==> src/rtl/machine_mode_types_1_12_pkg.sv <==
// Shared machine-mode trap types: mcause exception codes, the per-lane
// cause priority order and the trap arbiter state encoding.
package machine_mode_types_1_12_pkg;

    localparam logic [3:0] CAUSE_MAL_INSN   = 4'd0;
    localparam logic [3:0] CAUSE_FAULT_INSN = 4'd1;
    localparam logic [3:0] CAUSE_ILLEGAL    = 4'd2;
    localparam logic [3:0] CAUSE_BREAKPOINT = 4'd3;
    localparam logic [3:0] CAUSE_MAL_L      = 4'd4;
    localparam logic [3:0] CAUSE_FAULT_L    = 4'd5;
    localparam logic [3:0] CAUSE_MAL_S      = 4'd6;
    localparam logic [3:0] CAUSE_FAULT_S    = 4'd7;
    localparam logic [3:0] CAUSE_ECALL_U    = 4'd8;
    localparam logic [3:0] CAUSE_ECALL_M    = 4'd11;

    // Highest priority first.
    localparam int PRIO_N = 10;
    localparam logic [3:0] PRIO_ORDER [PRIO_N] = '{
        CAUSE_BREAKPOINT, CAUSE_FAULT_INSN, CAUSE_MAL_INSN, CAUSE_ILLEGAL,
        CAUSE_ECALL_U, CAUSE_ECALL_M, CAUSE_MAL_L, CAUSE_MAL_S,
        CAUSE_FAULT_L, CAUSE_FAULT_S
    };

    typedef logic [1:0] state_t;
    localparam state_t ST_IDLE  = 2'd0;
    localparam state_t ST_REQ   = 2'd1;
    localparam state_t ST_WFI   = 2'd2;
    localparam state_t ST_FLUSH = 2'd3;

endpackage

==> src/rtl/prv_exc_prio_enc.sv <==
// Per-lane exception priority encoder: picks the highest-priority set
// mcause bit; unranked codes fall back to the lowest set index.
module prv_exc_prio_enc
    import machine_mode_types_1_12_pkg::*;
#(
    parameter int EXC_W = 16
) (
    input  logic [EXC_W-1:0] exc,
    output logic             valid,
    output logic [3:0]       code
);

    always_comb begin
        valid = 1'b0;
        code  = 4'd0;
        for (int i = EXC_W - 1; i >= 0; i--) begin
            if (exc[i]) begin
                valid = 1'b1;
                code  = 4'(i);
            end
        end
        // Walk the ranked list backwards so the highest rank is written last.
        for (int p = PRIO_N - 1; p >= 0; p--) begin
            if (int'(PRIO_ORDER[p]) < EXC_W && exc[PRIO_ORDER[p]]) begin
                valid = 1'b1;
                code  = PRIO_ORDER[p];
            end
        end
    end

endmodule

==> src/rtl/prv_trap_arbiter.sv <==
// Registered trap/return arbiter between the retirement lanes and the
// privilege block, with WFI sleep and a timed pipe-clear.
//
// state    | meaning
// ---------+-----------------------------------------------------------
// ST_IDLE  | lanes retire; kill mask follows the oldest event lane
// ST_REQ   | trap_req held with frozen request fields until insert_pc
// ST_WFI   | sleeping after WFI; wakes to an interrupt request on intr
// ST_FLUSH | pipe_clear for FLUSH_CYCLES cycles, redirect_pc = priv_pc
module prv_trap_arbiter
    import machine_mode_types_1_12_pkg::*;
#(
    parameter int NUM_LANES    = 2,
    parameter int FLUSH_CYCLES = 2,
    parameter int EXC_W        = 16
) (
    input  logic                    CLK,
    input  logic                    nRST,
    input  logic [NUM_LANES-1:0]    lane_valid,
    input  logic [NUM_LANES*EXC_W-1:0] lane_exc,
    input  logic [NUM_LANES-1:0]    lane_ret,
    input  logic [NUM_LANES-1:0]    lane_wfi,
    input  logic [NUM_LANES*32-1:0] lane_pc,
    input  logic [NUM_LANES*32-1:0] lane_badaddr,
    input  logic                    intr,
    input  logic                    insert_pc,
    input  logic [31:0]             priv_pc,
    output logic                    trap_req,
    output logic                    trap_is_intr,
    output logic                    trap_is_ret,
    output logic [3:0]              trap_cause,
    output logic [31:0]             epc,
    output logic [31:0]             badaddr,
    output logic [NUM_LANES-1:0]    lane_kill,
    output logic                    stall,
    output logic                    pipe_clear,
    output logic [31:0]             redirect_pc
);

    localparam int CW = $clog2(FLUSH_CYCLES + 1);

    state_t          state;
    logic [CW-1:0]   flush_cnt;
    logic            r_intr, r_ret;
    logic [3:0]      r_cause;
    logic [31:0]     r_epc, r_bad, r_redirect, last_pc, wfi_pc;

    logic [NUM_LANES-1:0] exc_v;
    logic [3:0]           exc_code [NUM_LANES];

    for (genvar g = 0; g < NUM_LANES; g++) begin : g_enc
        prv_exc_prio_enc #(.EXC_W(EXC_W)) u_enc (
            .exc   (lane_exc[g*EXC_W +: EXC_W]),
            .valid (exc_v[g]),
            .code  (exc_code[g])
        );
    end

    logic                 found, sel_exc, sel_ret;
    logic [3:0]           sel_code;
    logic [31:0]          sel_pc, sel_bad, oldest_pc, ret_pc;
    logic                 any_valid, ret_any;
    logic [NUM_LANES-1:0] kill_ev;

    // Scan from the oldest lane: first event wins, everything from it on is killed.
    always_comb begin
        found     = 1'b0;
        sel_exc   = 1'b0;
        sel_ret   = 1'b0;
        sel_code  = 4'd0;
        sel_pc    = 32'd0;
        sel_bad   = 32'd0;
        any_valid = 1'b0;
        oldest_pc = 32'd0;
        ret_any   = 1'b0;
        ret_pc    = 32'd0;
        kill_ev   = '0;
        for (int i = 0; i < NUM_LANES; i++) begin
            if (!found && lane_valid[i] && (exc_v[i] || lane_ret[i] || lane_wfi[i])) begin
                found    = 1'b1;
                sel_exc  = exc_v[i];
                sel_ret  = lane_ret[i];
                sel_code = exc_code[i];
                sel_pc   = lane_pc[i*32 +: 32];
                sel_bad  = lane_badaddr[i*32 +: 32];
            end
            kill_ev[i] = found;
            if (!found && lane_valid[i]) begin
                ret_any = 1'b1;
                ret_pc  = lane_pc[i*32 +: 32];
            end
            if (!any_valid && lane_valid[i]) begin
                any_valid = 1'b1;
                oldest_pc = lane_pc[i*32 +: 32];
            end
        end
    end

    always_ff @(posedge CLK or negedge nRST) begin
        if (!nRST) begin
            state      <= ST_IDLE;
            flush_cnt  <= '0;
            r_intr     <= 1'b0;
            r_ret      <= 1'b0;
            r_cause    <= 4'd0;
            r_epc      <= 32'd0;
            r_bad      <= 32'd0;
            r_redirect <= 32'd0;
            last_pc    <= 32'd0;
            wfi_pc     <= 32'd0;
        end else begin
            case (state)
                ST_IDLE: begin
                    if (intr) begin
                        state   <= ST_REQ;
                        r_intr  <= 1'b1;
                        r_ret   <= 1'b0;
                        r_cause <= 4'd0;
                        r_epc   <= any_valid ? oldest_pc : last_pc + 32'd4;
                        r_bad   <= 32'd0;
                    end else if (found && sel_exc) begin
                        state   <= ST_REQ;
                        r_intr  <= 1'b0;
                        r_ret   <= 1'b0;
                        r_cause <= sel_code;
                        r_epc   <= sel_pc;
                        r_bad   <= sel_bad;
                    end else if (found && sel_ret) begin
                        state   <= ST_REQ;
                        r_intr  <= 1'b0;
                        r_ret   <= 1'b1;
                        r_cause <= 4'd0;
                        r_epc   <= sel_pc;
                        r_bad   <= 32'd0;
                    end else if (found) begin
                        state  <= ST_WFI;
                        wfi_pc <= sel_pc;
                    end
                    if (!intr && ret_any) begin
                        last_pc <= ret_pc;
                    end
                end
                ST_REQ: begin
                    if (insert_pc) begin
                        state      <= ST_FLUSH;
                        flush_cnt  <= CW'(FLUSH_CYCLES);
                        r_redirect <= priv_pc;
                        last_pc    <= priv_pc;
                    end
                end
                ST_WFI: begin
                    if (intr) begin
                        state   <= ST_REQ;
                        r_intr  <= 1'b1;
                        r_ret   <= 1'b0;
                        r_cause <= 4'd0;
                        r_epc   <= wfi_pc + 32'd4;
                        r_bad   <= 32'd0;
                    end
                end
                default: begin
                    // Saturating count so a stray zero can never wrap the timer.
                    if (flush_cnt <= CW'(1)) begin
                        state <= ST_IDLE;
                    end
                    if (flush_cnt != '0) begin
                        flush_cnt <= flush_cnt - CW'(1);
                    end
                end
            endcase
        end
    end

    assign trap_req     = (state == ST_REQ);
    assign trap_is_intr = r_intr;
    assign trap_is_ret  = r_ret;
    assign trap_cause   = r_cause;
    assign epc          = r_epc;
    assign badaddr      = r_bad;
    assign stall        = (state != ST_IDLE);
    assign pipe_clear   = (state == ST_FLUSH);
    assign redirect_pc  = r_redirect;
    assign lane_kill    = (state != ST_IDLE || intr) ? '1 : kill_ev;

endmodule
==> config.mk <==
export PLATFORM = sky130hd
export DESIGN_NAME = prv_trap_arbiter
export DESIGN_NICKNAME = d
export VERILOG_FILES = /design/src/rtl/machine_mode_types_1_12_pkg.sv /design/src/rtl/prv_exc_prio_enc.sv /design/src/rtl/prv_trap_arbiter.sv
export SDC_FILE = /design/constraint.sdc
export NUM_CORES = 1
export LEC_CHECK = 0
export BUFFER_PORTS_ARGS = -buffer_cell sky130_fd_sc_hd__buf_2
export CAP_MARGIN = 20
export CORE_MARGIN = 4
export CORE_UTILIZATION = 44
export CTS_CLUSTER_SIZE = 10
export DETAILED_ROUTE_END_ITERATION = 8
export HOLD_SLACK_MARGIN = 0.03
export PLACE_DENSITY_LB_ADDON = 0.12
export SKIP_CTS_REPAIR_TIMING = 1
export SLEW_MARGIN = 30
export SYNTH_ARGS = -nofsm -noshare
export SYNTH_HDL_FRONTEND = slang
export SYNTH_HIERARCHICAL = 1
export SYNTH_SLANG_ARGS = --single-unit
==> constraint.sdc <==
create_clock -name CLK -period 2.4 [get_ports CLK]
set_input_delay 0.24 -clock CLK [delete_from_list [all_inputs] [get_ports CLK]]
set_output_delay 0.24 -clock CLK [all_outputs]
set_load 0.05 [all_outputs]
==> results.toml, run 1 <==
[logic_synthesis]
synth_area_mm2 = 0.0104
ys_seq_area_share_pct = 41.1
synth_top_cells_by_count = "nand2_1 (190), dfrtp_1 (170), a21oi_1 (106)"
synth_nets = 1400
yosysTopAreaCell = "dfrtp_1"
synthFlopType = "dfrtp_1"
avgSynthCellArea_um2 = 8.70
netlist-cell-type-count = 64
synth-seq-cells = 170
ys_warn_count = 6
async_flop_share_pct = 100
netlist.area_leader.share_pct = 41.1
synth_most_common_cell = "nand2_1"
synthTopCellsByArea = "dfrtp_1 (41%), nand2_1 (6.9%), a22oi_1 (5.5%)"
synthCells = 1190
synth_edf_count = 0

[die]
die_x_um = 161
coreArea_mm2 = 0.0229
ioPinCount = 309
die_area_mm2 = 0.0261
die_h_um = 161
initial_utilization_pct = 45.2
fp-row-count = 55

[sta]
fin_crit_sh_pct = 108
fmax_ghz = 0.387
finalSetupViolations = 74
finalCriticalPeriod_ns = 2.58
rsz0062_at_grt = "yes"
slew_violations = 0
final_hold_viol_count = 0
final.setup.worst_slack_ns = -0.182
clock_skew_ns = 0.0127
worst_slew_pin_slew_ns = 0.689
relSlewSlack_pct = 54.1

[power_and_ir_drop]
swShare_pct = 49.5
p_sw_uw = 9020
seq_power_share_pct = 28.7
leakage_uw = 0.00669
p_clk_share_pct = 15.2
ir_drop_mv = 0.883
power.internal_uw = 9220
combPwrFrac_pct = 56.1
power-per-cell-area_mw_per_mm2 = 1220

[routing]
wl_per_cell_um = 20.9
drtIter0Drc = 1159
routed_wl_um = 40400
drc = 0
drtPass1Iterations = 7
ant_nets = 0
vias = 11300
vias_per_cell = 5.84

[clock_tree]
clkTransAtPathRegs_ns = 0.08
clock_sinks = 170
cts-buffers-inserted = 17
clk_latency_ns = 0.43
root_buffer = "clkbuf_16"
cts_tree = "built"
cts_buffer_depth = 2
cts_max_level = 4

[placed_design]
pre_cts_ws_ns = -0.696
gp_congestion = 0.962
dpl.hpwl_um = 29100
io_buffers = 308
post_dp_cell_area_mm2 = 0.0132
dp.cells = 1856

[global_routing]
grt_use_met2_pct = 41.9
grtUsageMet1_pct = 42.2
grt_max_degree = 67
grtUsageMet3_pct = 5.77
overflow = 0
track_usage_pct = 28.2
antenna_found_initial = 8
top_usage_layer = "met1"
grt_pass1_wl_um = 58700
grt_pass1_vias = 10400

[worst_setup_path]
cp_data_arrival_time_ns = 2.34
crit_fanout = 7
path_class = "input pin to primary output"
worstPathCellList = "buf_6, or3_4, or4_4, nand3b_1, o31a_4, buf_12, nor2_4, nand2_4, buf_8"
slowest_stage = "or4_4"
reg2reg_setup_slack_ns = 0.16
rr_worst_depth = 9
startpoint = "lane_exc[8]"
max_stage_delay_ns = 0.42
startpoint_type = "input pin"
r2r_start = "state[1]"
end_kind = "primary output"
cp.required_ns = 2.16
rr_endpoint = "epc[12]"

[min_path]
min_from = "priv_pc[23]"
hold-path-endpoint = "redirect_pc[23]"
holdPathStages = 2
min_path_type = "input pin to flip-flop"

[layout]
drive_gt1_share_pct = 43.1
stdcell_area_mm2 = 0.0149
area_growth_pct = 43.9
fin_util_pct = 65.0
fillers = 1988
multi_input_area_mm2 = 0.00630
layoutNonFillerInstCount = 1936
nets = 1812
ff_latch_area_mm2 = 0.00425

[run_status]
violations = "setup timing"
status = "finished with violations"

[job]
max_cap_viol_count = 0
==> layout by cell type (no fill, tap or decap), drive strengths merged, types with 4 or more instances in the layout <==
master    n
o31a      4
mux2i     4
diode     8
or4       8
a221oi   10
mux2     36
and3      8
o211ai    9
nand3    63
and4      4
dfrtp   170
a22oi    76
o31ai    13
a32oi     4
ha        8
o221ai    4
a21oi   106
nor4     11
nand4    25
o22ai    10
a221o    16
clkbuf   25
nor2     39
clkinv    4
and2     12
o21ai   124
a211oi    6
xor2     16
nor3     23
a22o      7
inv      30
xnor2    37
nand2   190
buf     470
==> cells by family (layout without fill, tap and decap cells) <==
group                    Yosys count  after routing  share of synthesized area, %
AO/OA/AOI/OAI                    414            414                          26.6
XOR/XNOR                          53             53                          4.48
adder cells (fa/ha/maj)            8              8                         0.967
buffers and inverters            107            532                          4.62
flip-flops                       170            170                          41.1
multiplexers                      40             40                          4.30
other                              0              8                             0
AND/OR/NAND/NOR                  398            398                          18.0
==> sequential cells by signal, indices dropped and copies added (netlist names) <==
signal and count:
trap_cause 4, trap_is_ret 1, epc 32, wfi_pc 32, trap_is_intr 1, state 2, last_pc 32, redirect_pc 32
badaddr 32, flush_cnt 2
==> stage by stage <==
step           setup TNS (ns)  power (µW)  hold slack (ns)
2_1_floorplan          -28.17       11200          -0.0556
3_3_place_gp           -59.74       13700            0.279
3_5_place_dp           -65.39       13900            0.275
4_1_cts                 -8.07       16700           -0.190
5_1_grt                -13.97       19100           0.0541
6_report                -7.14       18200           0.0527
==> final cells by class <==
| cell class | instances | share of cell area [%] |
|---|---|---|
| diodes | 8 | 0.134 |
| clock buffers | 17 | 2.85 |
| clock inverters | 15 | 1.01 |
| inverters | 21 | 0.529 |
| multi-input cells | 913 | 42.3 |
| flip-flops and latches | 170 | 28.5 |
| well taps | 313 | 2.63 |
| repair buffers | 479 | 22.0 |
==> power groups by stage <==
| stage | Combinational [µW] | Sequential (µW) | Clock, µW |
|---|---|---|---|
| 2_1_floorplan | 3920 | 7320 | 0 |
| 3_3_place_gp | 8610 | 5110 | 0 |
| 3_5_place_dp | 8720 | 5140 | 0 |
| 4_1_cts | 8750 | 5100 | 2800 |
| 5_1_grt | 10800 | 5400 | 2920 |
| 6_report | 10200 | 5240 | 2770 |
==> worst max-delay path, delay by kind of cell <==
kind | cells | cell delay [ns]
AOI/OAI and AO/OA | 1 | 0.42
buffers and inverters | 3 | 0.40
and+or+nand+nor | 5 | 1.28
==> worst max-delay path by stage <==
stage          cells past startpoint            to
2_1_floorplan                     12   last_pc[18]
5_1_grt                           12   last_pc[12]
4_1_cts                            9  lane_kill[1]
3_3_place_gp                      11        epc[9]
3_5_place_dp                      11        epc[9]
6_report                           9  lane_kill[1]
==> metal layers <==
| metal | share of wire (%) | vias to the layer above | wire [µm] |
|---|---|---|---|
| met4 | 2.2 | 0 | 893 |
| met2 | 46 | 597 | 18600 |
| met1 | 43 | 5394 | 17300 |
| li1 | - | 5259 | - |
| met5 | 0 | - | 0 |
| met3 | 8.9 | 58 | 3590 |
Power figures use the tool's default switching activity.
==> run 2, diff against run 1 <==
Settings changed: CORE_ASPECT_RATIO set to 0.7, CORE_UTILIZATION 44 to 47, CTS_CLUSTER_DIAMETER set to 30.
==> run 2 against run 1 <==
Net effect: the run still ends with setup timing left; flip-flop and latch count unchanged; hold slack got worse by 0.0052 ns; global-route usage up 0.95 points; power up 1.5%; register-to-register slack worse by 0.08 ns; non-clock buffer count increased by 10; clock skew hardly changed; die area decreased by 5.9%; largest power group unchanged; cell area is 3.7% higher; clock power grew 16%.
==> results.toml, run 2 (synthesis results as in run 1) <==
[routing]
drc = 0
drtPass1Iterations = 6
ant_nets = 0
wl_per_cell_um = 22.0
vias = 11900
routed_wl_um = 41900
drtIter0Drc = 1418
vias_per_cell = 6.22

[clock_tree]
root_buffer = "clkbuf_16"
clkTransAtPathRegs_ns = 0.07
cts-buffers-inserted = 17
cts_buffer_depth = 2
cts_tree = "built"
clock_sinks = 170
cts_max_level = 4
clk_latency_ns = 0.44

[worst_setup_path]
slowest_stage = "or3_4"
rr_worst_depth = 10
path_class = "input pin to flip-flop"
reg2reg_setup_slack_ns = 0.08
cp.buffers_inverters = 3
crit_fanout = 8
cp_common_cell = "or3_4"
max_stage_delay_ns = 0.51
worstPathCellList = "buf_6, or3_4, or4_4, nand3b_1, buf_4, o31ai_4, and3_4, nor3_2, or3_4, clkbuf_16, nand2_1, o21ai_2"
startpoint_type = "input pin"
cp_data_arrival_time_ns = 3.03
r2r_start = "state[0]"
end_kind = "flip-flop"
cp.required_ns = 2.73
path_delay_family = "simple AND/OR/NAND/NOR gates"
rr_endpoint = "epc[24]"

[run_status]
status = "finished with violations"
violations = "setup timing"

[min_path]
min_from = "priv_pc[18]"
holdPathStages = 2
hold-path-endpoint = "redirect_pc[18]"
min_path_type = "input pin to flip-flop"

[power_and_ir_drop]
leakage_uw = 0.00690
ir_drop_mv = 1.07
power-per-cell-area_mw_per_mm2 = 1200

[die]
fp-row-count = 45
coreArea_mm2 = 0.0217
die_x_um = 185
ioPinCount = 309
initial_utilization_pct = 47.8
die_h_um = 132
die_area_mm2 = 0.0245

[placed_design]
dpl.hpwl_um = 28400
dp.cells = 1817
io_buffers = 308
gp_congestion = 0.954

[sta]
relSlewSlack_pct = 50.3
slew_violations = 0
fin_crit_sh_pct = 113
rsz0062_at_grt = "yes"
worst_slew_pin_slew_ns = 0.742
fmax_ghz = 0.370
final.setup.worst_slack_ns = -0.301
fin_tns_setup_ns = -21.37
finalSetupViolations = 123
clock_skew_ns = 0.0129
finalCriticalPeriod_ns = 2.70
final_hold_viol_count = 0

[job]
max_cap_viol_count = 0

[global_routing]
overflow = 0
antenna_found_initial = 0
grt_pass1_vias = 10600
grt_pass1_wl_um = 57000
grt_max_degree = 65
track_usage_pct = 29.2

[layout]
drive_gt1_share_pct = 47.0
nets = 1822
area_growth_pct = 49.3
final_common_cell = "buf_2"
layoutNonFillerInstCount = 1907
n_antenna_cell = 0
layout_common_cells = "buf_2 (302), dfrtp_1 (170), nand2_1 (169)"
==> run 2: cell count changes in the layout (fill, tap and decap cells not counted), sizes merged <==
cell      change
buf           +3
clkbuf        +8
bufinv        +5
inv           -5
diode         -8
clkinvlp      -1
==> run 2: power by group <==
part	switching, µW	internal (µW)	total [µW]
Combinational	6460	3570	10000
Sequential	1180	4100	5280
Clock	1310	1900	3210
Total	8940	9570	18500
==> run 2: worst max-delay path by stage <==
stage                 from  cells past startpoint      endpoint  slack (ns)
2_1_floorplan  lane_exc[8]                     12   last_pc[18]       -0.48
6_report       lane_exc[8]                     12   last_pc[14]       -0.30
3_5_place_dp   lane_exc[8]                     11   last_pc[18]       -0.72
3_3_place_gp   lane_exc[8]                     11   last_pc[18]       -0.59
5_1_grt        lane_exc[8]                     13        epc[4]       -0.33
4_1_cts        lane_exc[8]                      9  lane_kill[1]       -0.45
==> run 2: stage by stage <==
| stage | setup slack (ns) | instance area, µm² | hold slack, ns | utilization, % | total power (µW) |
|---|---|---|---|---|---|
| detailed placement | -0.723 | 13100 | 0.204 | 60.4 | 13800 |
| CTS | -0.447 | 13800 | -0.265 | 63.4 | 17100 |
| floorplan | -0.477 | 10600 | -0.0556 | - | 11200 |
| finish | -0.301 | 15500 | 0.0475 | 71.3 | 18500 |
| global route | -0.328 | 15500 | 0.0330 | 71.3 | 19300 |
| global placement | -0.585 | 13100 | 0.201 | 60.4 | 13600 |
==> run 2: metal layers <==
layer  vias to the layer above  track usage [%]  wire (µm)
met1                      5785             42.4      17700
met4                         0             7.74        832
met3                        80             5.71       4260
met5                         -                0          0
met2                       716             44.8      19100
li1                       5275                -          -
==> run 2: layout make-up <==
cell class	instances	area, µm²
Clock buffer	18	439
Clock inverter	14	230
Fill cell	1660	6220
Inverter	21	78.8
Multi-Input combinational cell	913	6470
Sequential cell	170	4250
Tap cell	282	353
Timing Repair Buffer	489	3630
==> run 2: worst reg2reg max path, cell delays in order (launching register included) <==
cell,delay (ns)
dfrtp_1,0.45
inv_1,0.13
ha_1,0.29
inv_1,0.20
nand2_2,0.20
o31ai_4,0.11
buf_6,0.15
buf_6,0.14
buf_12,0.14
a22oi_1,0.27
o31ai_4,0.11
==> run 3, diff against run 2 <==
Settings changed: GPL_TIMING_DRIVEN set to 0, REMOVE_ABC_BUFFERS set to 1.
==> run 3 against run 2 <==
Net effect: the flow still finishes with violations (setup timing); first-iteration DRC count shrank 4.9%; power shrank 5.7%; critical path depth is the same; hold slack lost 0.0065 ns; clock power shrank 15%; routed wire length shrank 4.2%; via count shrank 5.2%; cell area shrank 9.0%; global-route usage grew 0.19 points; critical endpoint is now last_pc[7]; highest routed layer is now met5.
==> results.toml, run 3 (synthesis results as in run 1) <==
[run_status]
status = "finished with violations"
violations = "setup timing"

[worst_setup_path]
reg2reg_setup_slack_ns = -0.13
path_class = "input pin to flip-flop"
cp.required_ns = 2.72
worstPathCellList = "buf_6, or3_4, or4_4, nand3b_1, buf_6, o31ai_4, and3_4, nor3_4, or3_4, clkbuf_16, nand2_1, o21ai_2"
r2r_start = "state[1]"
startpoint = "lane_exc[8]"
rr_worst_depth = 8
cp.buffers_inverters = 3
startpoint_type = "input pin"
end_kind = "flip-flop"
cp_data_arrival_time_ns = 3.01
slowest_stage = "or3_4"
max_stage_delay_ns = 0.51
crit_fanout = 8
rr_endpoint = "last_pc[7]"
path_delay_family = "simple AND/OR/NAND/NOR gates"

[die]
ioPinCount = 309
die_h_um = 132
fp-row-count = 45
initial_utilization_pct = 47.8
die_area_mm2 = 0.0245
die_x_um = 185
coreArea_mm2 = 0.0217

[routing]
drtPass1Iterations = 9
drc = 0
wl_per_cell_um = 22.1
vias = 11200
drtIter0Drc = 1349
routed_wl_um = 40100
vias_per_cell = 6.20
ant_nets = 0

[clock_tree]
root_buffer = "clkbuf_16"
cts_tree = "built"
clk_latency_ns = 0.44
clock_sinks = 170
cts-buffers-inserted = 17
cts_buffer_depth = 2
clkTransAtPathRegs_ns = 0.07
cts_max_level = 4

[job]
max_cap_viol_count = 0

[sta]
fmax_ghz = 0.371
slew_violations = 0
finalCriticalPeriod_ns = 2.69
finalSetupViolations = 83
clock_skew_ns = 0.0107
final.setup.worst_slack_ns = -0.293
hold_ws_ns = 0.0409
final_hold_viol_count = 0
worst_slew_pin_slew_ns = 0.924
relSlewSlack_pct = 38.2
rsz0062_at_grt = "yes"
fin_crit_sh_pct = 112

[power_and_ir_drop]
leakage_uw = 0.00617
total_power_uw = 17500
ir_drop_mv = 0.765
power-per-cell-area_mw_per_mm2 = 1240

[global_routing]
track_usage_pct = 29.4
antenna_found_initial = 3
grt_pass1_vias = 10100
overflow = 0
grt_max_degree = 83
grt_pass1_wl_um = 57100

[layout]
area_growth_pct = 35.9
fillers = 1881
drive_gt1_share_pct = 38.0
nets = 1728
layout_common_cells = "buf_2 (301), dfrtp_1 (169), nand2_1 (167)"
final_common_cell = "buf_2"

[min_path]
holdPathStages = 2
hold-path-endpoint = "redirect_pc[22]"
min_from = "priv_pc[22]"
min_path_type = "input pin to flip-flop"

[placed_design]
pre_cts_ws_ns = -1.87
dpl.hpwl_um = 26700
io_buffers = 308
gp_congestion = 0.917
run 3: cell types whose count changed in the layout (fill, tap and decap cells not counted), sizes merged:
cell,change
buf,-89
bufinv,-4
clkbuf,-10
clkinv,+2
clkinvlp,+4
diode,+2
dlygate4sd3,+1
inv,-2
nor2,+1
o21ai,+1
o31a,+1
or3,+1
run 3: layout make-up:
class	count	area (µm²)	area share, %
diodes	2	5.00	0.0356
clock buffers	18	429	3.05
clock inverters	14	141	1.00
inverters	21	82.6	0.587
multi-input cells	917	6150	43.7
flip-flops and latches	170	4260	30.2
well taps	282	353	2.51
repair buffers	391	2650	18.8
run 3: stage by stage:
step | instances | TNS, ns | utilization [%] | area, µm²
after floorplan | 1104 | -383.01 | - | 9950
after global placement | 1694 | -1059.81 | 54.7 | 11800
after detailed placement | 1714 | -172.39 | 56.9 | 12300
after CTS | 1746 | -110.84 | 59.5 | 12900
after global routing | 1815 | -21.28 | 64.9 | 14100
final | 1815 | -13.10 | 64.9 | 14100
run 3: where the power goes:
part	leakage (µW)	switching [µW]	internal, µW
logic	0.00373	6250	3210
registers	0.00217	1160	4100
clock network	0.000266	1290	1450
run 3: worst reg2reg max path, stage by stage (launching register included):
cell       delay, ns
dfrtp_1         0.43
inv_1           0.18
ha_4            0.33
buf_12          0.28
o21ai_0         0.26
or3_4           0.58
clkbuf_16       0.23
nand2_1         0.08
o21ai_2         0.05
run 3: how the worst max path moves through the flow:
stage / end / slack [ns] / cells past startpoint
2_1_floorplan: epc[4] / -3.12 / 9
3_3_place_gp: epc[15] / -6.53 / 6
3_5_place_dp: epc[15] / -1.87 / 12
4_1_cts: epc[15] / -1.42 / 12
5_1_grt: last_pc[12] / -0.34 / 12
6_report: last_pc[7] / -0.29 / 12
run 3: routing by layer:
layer | wire (µm) | part of all wire, % | up-vias | track usage, %
li1 | - | - | 5079 | -
met1 | 17100 | 43 | 5424 | 43.7
met2 | 17600 | 44 | 661 | 42.7
met3 | 4520 | 11 | 79 | 7.17
met4 | 884 | 2.2 | 2 | 7.99
met5 | 11 | 0.027 | - | 0
